$ cat src/rtl/btn_pkg.sv
// Shared types and default timing constants for the push-button pulse generator.
package btn_pkg;

    localparam int DEBOUNCE_CYCLES_DEF = 4;
    localparam int REPEAT_DELAY_DEF    = 8;
    localparam int REPEAT_PERIOD_DEF   = 3;

    typedef enum logic [2:0] {
        IDLE         = 3'd0,
        PRESS_WAIT   = 3'd1,
        HELD         = 3'd2,
        REPEAT       = 3'd3,
        RELEASE_WAIT = 3'd4
    } btn_state_t;

    function automatic int max3(input int a, input int b, input int c);
        int m;
        m = (a > b) ? a : b;
        return (m > c) ? m : c;
    endfunction

    function automatic logic is_pressed(input btn_state_t s);
        return (s == HELD) || (s == REPEAT) || (s == RELEASE_WAIT);
    endfunction

endpackage

$ cat src/rtl/sync2.sv
// Two-flop synchronizer for asynchronous single-bit inputs.
module sync2 (
    input  logic clk,
    input  logic rst,
    input  logic d,
    output logic q
);

    logic meta;

    always_ff @(posedge clk or negedge rst) begin
        if (!rst) begin
            meta <= 1'b0;
            q    <= 1'b0;
        end else begin
            meta <= d;
            q    <= meta;
        end
    end

endmodule

$ cat src/rtl/button_pulse_gen.sv
// Debounces a raw push-button and emits single-cycle strobes on press and during auto-repeat.
//
// state        | meaning
// IDLE         | button released and confirmed
// PRESS_WAIT   | synchronized level high, counting stable press cycles
// HELD         | press confirmed, counting towards auto-repeat
// REPEAT       | auto-repeat active, strobing every REPEAT_PERIOD cycles
// RELEASE_WAIT | synchronized level low, counting stable release cycles
module button_pulse_gen
    import btn_pkg::*;
#(
    parameter int DEBOUNCE_CYCLES = DEBOUNCE_CYCLES_DEF,
    parameter int REPEAT_DELAY    = REPEAT_DELAY_DEF,
    parameter int REPEAT_PERIOD   = REPEAT_PERIOD_DEF
) (
    input  logic clk,
    input  logic rst,
    input  logic btn_in,
    input  logic repeat_en,
    output logic pulse,
    output logic pressed
);

    localparam int CNT_W = $clog2(max3(DEBOUNCE_CYCLES, REPEAT_DELAY, REPEAT_PERIOD)) + 1;
    localparam logic [CNT_W-1:0] DB_LAST = CNT_W'(DEBOUNCE_CYCLES - 1);
    localparam logic [CNT_W-1:0] RD_LAST = CNT_W'(REPEAT_DELAY - 1);
    localparam logic [CNT_W-1:0] RP_LAST = CNT_W'(REPEAT_PERIOD - 1);

    generate
        if (DEBOUNCE_CYCLES < 2 || REPEAT_DELAY < 2 || REPEAT_PERIOD < 2) begin : g_bad_param
            $error("button_pulse_gen: every timing parameter must be >= 2");
        end
    endgenerate

    logic             btn_s;
    btn_state_t       state_q, state_d;
    logic [CNT_W-1:0] cnt_q, cnt_d;
    logic             pulse_d;

    sync2 u_sync (
        .clk (clk),
        .rst (rst),
        .d   (btn_in),
        .q   (btn_s)
    );

    always_ff @(posedge clk or negedge rst) begin
        if (!rst) begin
            state_q <= IDLE;
            cnt_q   <= '0;
            pulse   <= 1'b0;
            pressed <= 1'b0;
        end else begin
            state_q <= state_d;
            cnt_q   <= cnt_d;
            pulse   <= pulse_d;
            pressed <= is_pressed(state_d);
        end
    end

    // Release is tested first in HELD/REPEAT so a coincident terminal count never strobes.
    always_comb begin
        state_d = state_q;
        cnt_d   = cnt_q;
        pulse_d = 1'b0;
        case (state_q)
            IDLE: begin
                if (btn_s) begin
                    state_d = PRESS_WAIT;
                    cnt_d   = '0;
                end
            end
            PRESS_WAIT: begin
                if (!btn_s) begin
                    state_d = IDLE;
                    cnt_d   = '0;
                end else if (cnt_q == DB_LAST) begin
                    state_d = HELD;
                    cnt_d   = '0;
                    pulse_d = 1'b1;
                end else begin
                    cnt_d = cnt_q + CNT_W'(1);
                end
            end
            HELD: begin
                if (!btn_s) begin
                    state_d = RELEASE_WAIT;
                    cnt_d   = '0;
                end else if (repeat_en && cnt_q == RD_LAST) begin
                    state_d = REPEAT;
                    cnt_d   = '0;
                    pulse_d = 1'b1;
                end else if (cnt_q != RD_LAST) begin
                    cnt_d = cnt_q + CNT_W'(1);
                end
            end
            REPEAT: begin
                if (!btn_s) begin
                    state_d = RELEASE_WAIT;
                    cnt_d   = '0;
                end else if (!repeat_en) begin
                    state_d = HELD;
                    cnt_d   = '0;
                end else if (cnt_q == RP_LAST) begin
                    cnt_d   = '0;
                    pulse_d = 1'b1;
                end else begin
                    cnt_d = cnt_q + CNT_W'(1);
                end
            end
            RELEASE_WAIT: begin
                if (btn_s) begin
                    state_d = HELD;
                    cnt_d   = '0;
                end else if (cnt_q == DB_LAST) begin
                    state_d = IDLE;
                    cnt_d   = '0;
                end else begin
                    cnt_d = cnt_q + CNT_W'(1);
                end
            end
            default: begin
                state_d = IDLE;
                cnt_d   = '0;
            end
        endcase
    end

endmodule

$ cat config.mk
export PLATFORM = sky130hd
export DESIGN_NAME = button_pulse_gen
export DESIGN_NICKNAME = d
export VERILOG_FILES = /design/src/rtl/btn_pkg.sv /design/src/rtl/sync2.sv /design/src/rtl/button_pulse_gen.sv
export SDC_FILE = /design/constraint.sdc
export NUM_CORES = 1
export LEC_CHECK = 0
export CORE_MARGIN = 2
export CORE_UTILIZATION = 55
export DETAILED_ROUTE_END_ITERATION = 8
export GPL_TIMING_DRIVEN = 0
export PLACE_DENSITY = 0.76
export SYNTH_ARGS = -nofsm -noshare
export SYNTH_HDL_FRONTEND = slang
export SYNTH_SLANG_ARGS = --single-unit
$ cat constraint.sdc
create_clock -name clk -period 2.82 [get_ports clk]
set_input_delay 0.564 -clock clk [delete_from_list [all_inputs] [get_ports clk]]
set_output_delay 0.564 -clock clk [all_outputs]
set_load 0.005 [all_outputs]
==> Implementation_results.wiki <==
{| class="wikitable"
! Metric !! Value
|-
| Clock Path Buffers || 2
|-
| Setup Total Neg Slack || 0 ns
|-
| Diode insertion count for antenna repair || 0
|-
| Die outline height || 40.4 microns
|-
| Mean Syn Cell Area || 9.84 sq um
|-
| TritonCTS Buffers || 3
|-
| Max Clock Skew || 0.00201 ns
|-
| Yosys top cell by area || sky130_fd_sc_hd__dfrtp_1
|-
| RSZ-0062 raised after global routing || no
|-
| Run status || complete, no violations
|-
| Area of the die || 1630 sq um
|-
| Crit path launch type || input pin
|-
| Distinct cells, synth || 38
|-
| Reported leakage power || 0.358 nW
|-
| Worst min-delay path class || register to register
|-
| Total count of hold-check failures in the final report || 0
|-
| Layout cell share with drive strength beyond 1 || 14.5%
|-
| Clock-pin slew on the worst setup and hold paths || 0.07 ns
|-
| Least-Margin Pin Slew || 0.481 ns
|-
| Insertion delay to the later sink of the worst-skew pair || 0.27 ns
|-
| Number of cells on the worst hold path || 0
|-
| Terminating pin of the worst hold path || u_sync.q
|-
| Top cells by instance count after synthesis || sky130_fd_sc_hd__dfrtp_1 (11), sky130_fd_sc_hd__inv_1 (5), sky130_fd_sc_hd__nand2_1 (5), sky130_fd_sc_hd__o21ai_0 (5)
|-
| Sequential cell area in the final layout || 275 sq um
|-
| Final setup vio count || 0
|-
| Signal arrival time at the worst endpoint || 1.93 ns
|-
| Via density per instance || 6.47
|-
| Switching part of the total power || 30.2%
|-
| Share of total power in combinational logic || 23.2%
|-
| Largest net degree at the start of global routing || 12
|-
| Detailed-route DRC error count || 0
|-
| Depth of the worst register-to-register path || 5
|-
| Critical path required time || 3.01 ns
|-
| Synth-to-layout area growth || 13.1%
|-
| Total number of placement rows || 13
|-
| Proportion of synthesized flip-flops having asynchronous set or reset || 100%
|-
| Number of global-route vias before repair || 573
|-
| Critical Path End Type || register
|-
| Total number of nets in the final design || 90
|-
| Placement Cell Area || 797 sq um
|-
| Global placer's final weighted congestion || 0.819
|-
| Synthesized net count || 80
|-
| Clk network pwr share || 29.5%
|-
| Relative slew margins || 67.8%
|-
| Post-route setup slack || 1.07 ns
|-
| Number of nets with antenna violations after detailed routing || 0
|-
| Reg2Reg Launch Point || cnt_q[1]
|-
| Number of instances in the synthesized netlist || 74
|-
| CTS tree || built
|-
| Final Total Pwr || 0.377 mW
|-
| Global-route wire length before repair || 2460 microns
|-
| Number of synthesized flops with an enable pin || 0
|-
| Yosys top cell area share || 37.8%
|-
| Cell Area, Synth || 728 sq um
|-
| Max Cap Violations || 0
|-
| Type of the setup path with the least slack || input pin to register
|-
| Ratio of total power to cell area || 458 nW/um^2
|-
| Biggest cell delay along the critical path || 0.48 ns
|-
| Max Slew Vio Count || 0
|-
| Post-CTS Repair Setup Buffers || 0
|-
| Total length of routed wires || 1470 microns
|-
| Worst-case register-to-register setup slack || 1.08 ns
|-
| Gr usage total || 23.0%
|-
| Number of hold-repair buffers added at the cts stage || 0
|-
| Area of the core || 1270 sq um
|-
| Finished Cell Area || 823 sq um
|-
| Sequential area share after synthesis || 37.8%
|-
| Overflow after GRT || 0
|-
| Via total after detailed routing || 634
|-
| Root buffer cell || sky130_fd_sc_hd__clkbuf_4
|-
| # resized after CTS || 0
|-
| Peak fanout along the critical path || 5
|-
| Hold Startpoint || u_sync.meta
|-
| Dpl hpwl || 1070 microns
|-
| Pre-Repair DR Iteration Count || 4
|-
| Wirelength per Cell || 15.0 microns
|-
| Depth of the CTS H-tree || 1
|-
| Number of synthesized register bits || 11
|-
| Achievable clock frequency || 0.572 GHz
|-
| Starting utilization of the core area || 57.4%
|-
| Initial antenna violation count || 0
|-
| Filler cell count in the final layout || 110
|-
| # port buffers || 5
|-
| Boundary Pins || 6
|-
| Period utilization || 62.0%
|-
| Combined area of the multi-input logic cells || 409 sq um
|-
| Reg2Reg Capture Point || cnt_q[2]
|-
| Net switching power figure || 0.114 mW
|-
| Critical-path cell with the highest stage delay || sky130_fd_sc_hd__clkdlybuf4s50_1
|-
| Minimum clock period after layout || 1.75 ns
|-
| Peak supply drop || 0.000294 V
|-
| Setup Slack @ Placement || 0.815 ns
|-
| Die outline width || 40.4 microns
|-
| Cell chain of the critical path || clkdlybuf4s50_1, and4b_1, o22ai_1, o21ai_1, o31ai_2
|-
| Internal power || 0.263 mW
|-
| Sequential share of power || 47.3%
|-
| Most repeated cell in the gate-level netlist after synthesis || sky130_fd_sc_hd__dfrtp_1
|-
| Number of clock sinks || 11
|-
| Detailed Route Iter0 Violations || 8
|-
| Yosys synthesis warning count || 0
|-
| Most area-consuming cells after synthesis || sky130_fd_sc_hd__dfrtp_1 (38%), sky130_fd_sc_hd__o2111ai_1 (3.6%), sky130_fd_sc_hd__ha_1 (3.4%)
|-
| Main flop type after synthesis || sky130_fd_sc_hd__dfrtp_1
|}
==> power by group through the flow <==
stage | clock [mW] | sequential (mW) | combinational (mW)
floorplan | 0 | 0.180 | 0.0629
CTS | 0.112 | 0.178 | 0.0872
detailed placement | 0 | 0.182 | 0.0869
finish | 0.111 | 0.178 | 0.0876
global route | 0.119 | 0.180 | 0.0976
global placement | 0 | 0.181 | 0.0851
==> final cells by class <==
| class | instances | area share [%] |
|---|---|---|
| clock buffer | 4 | 3.19 |
| timing repair buffer | 5 | 6.08 |
| sequential | 11 | 33.4 |
| tap | 15 | 2.28 |
| multi-input combinational | 54 | 49.7 |
| buffer | 4 | 3.04 |
| inverter | 5 | 2.28 |
==> state kept, by name, summed over array words and instances (netlist names) <==
name	cells
cnt_q	4
state_q	3
pressed	1
pulse	1
u_sync.meta	1
u_sync.q	1
==> cells in the final DEF, fill, tap and decap left out, types with 2 or more instances in the layout <==
master,n
sky130_fd_sc_hd__a211oi_1,2
sky130_fd_sc_hd__a41oi_1,2
sky130_fd_sc_hd__and2_1,2
sky130_fd_sc_hd__and3_1,2
sky130_fd_sc_hd__buf_2,2
sky130_fd_sc_hd__clkbuf_1,2
sky130_fd_sc_hd__clkbuf_4,3
sky130_fd_sc_hd__clkdlybuf4s50_1,5
sky130_fd_sc_hd__dfrtp_1,11
sky130_fd_sc_hd__ha_1,2
sky130_fd_sc_hd__inv_1,5
sky130_fd_sc_hd__nand2_1,5
sky130_fd_sc_hd__nand2b_1,2
sky130_fd_sc_hd__nor2_1,3
sky130_fd_sc_hd__nor4b_1,2
sky130_fd_sc_hd__o2111ai_1,3
sky130_fd_sc_hd__o21ai_0,5
sky130_fd_sc_hd__o21ai_1,2
sky130_fd_sc_hd__o22ai_1,2
==> worst max path at each step <==
stage / slack [ns] / endpoint / from
global route: 0.95 / cnt_q[1] / repeat_en
detailed placement: 0.81 / cnt_q[1] / repeat_en
finish: 1.07 / cnt_q[1] / repeat_en
global placement: 0.85 / cnt_q[1] / repeat_en
floorplan: 1.34 / cnt_q[2] / cnt_q[1]
CTS: 1.09 / cnt_q[2] / cnt_q[1]
==> worst max-delay path, delay by kind of cell <==
kind,cells,cell delay (ns)
buffers and inverters,1,0.48
AOI/OAI and AO/OA,3,0.67
and+or+nand+nor,1,0.22
==> logic make-up after synthesis <==
| group | share of synthesized area (%) |
|---|---|
| AO/OA/AOI/OAI | 27.0 |
| adder cells (fa/ha/maj) | 3.44 |
| buffers and inverters | 6.01 |
| flip-flops | 37.8 |
| AND/OR/NAND/NOR | 25.8 |
==> metal layers <==
metal	wire (microns)	GRT usage (%)	vias to the layer above	part of all wire, %
met1	665	30.2	307	45
li1	-	-	301	-
met2	715	37.3	24	49
met5	0	0	-	0
met3	81	5.00	2	5.5
met4	7	7.50	0	0.48
==> stage by stage <==
| step | cells | hold slack [ns] | utilization, % |
|---|---|---|---|
| floorplan | 74 | 0.268 | - |
| global placement | 94 | 0.342 | 62.8 |
| detailed placement | 94 | 0.340 | 62.8 |
| CTS | 98 | 0.353 | 64.9 |
| global route | 98 | 0.374 | 64.9 |
| finish | 98 | 0.352 | 64.9 |
No activity file was read; power rests on OpenSTA's default activity.
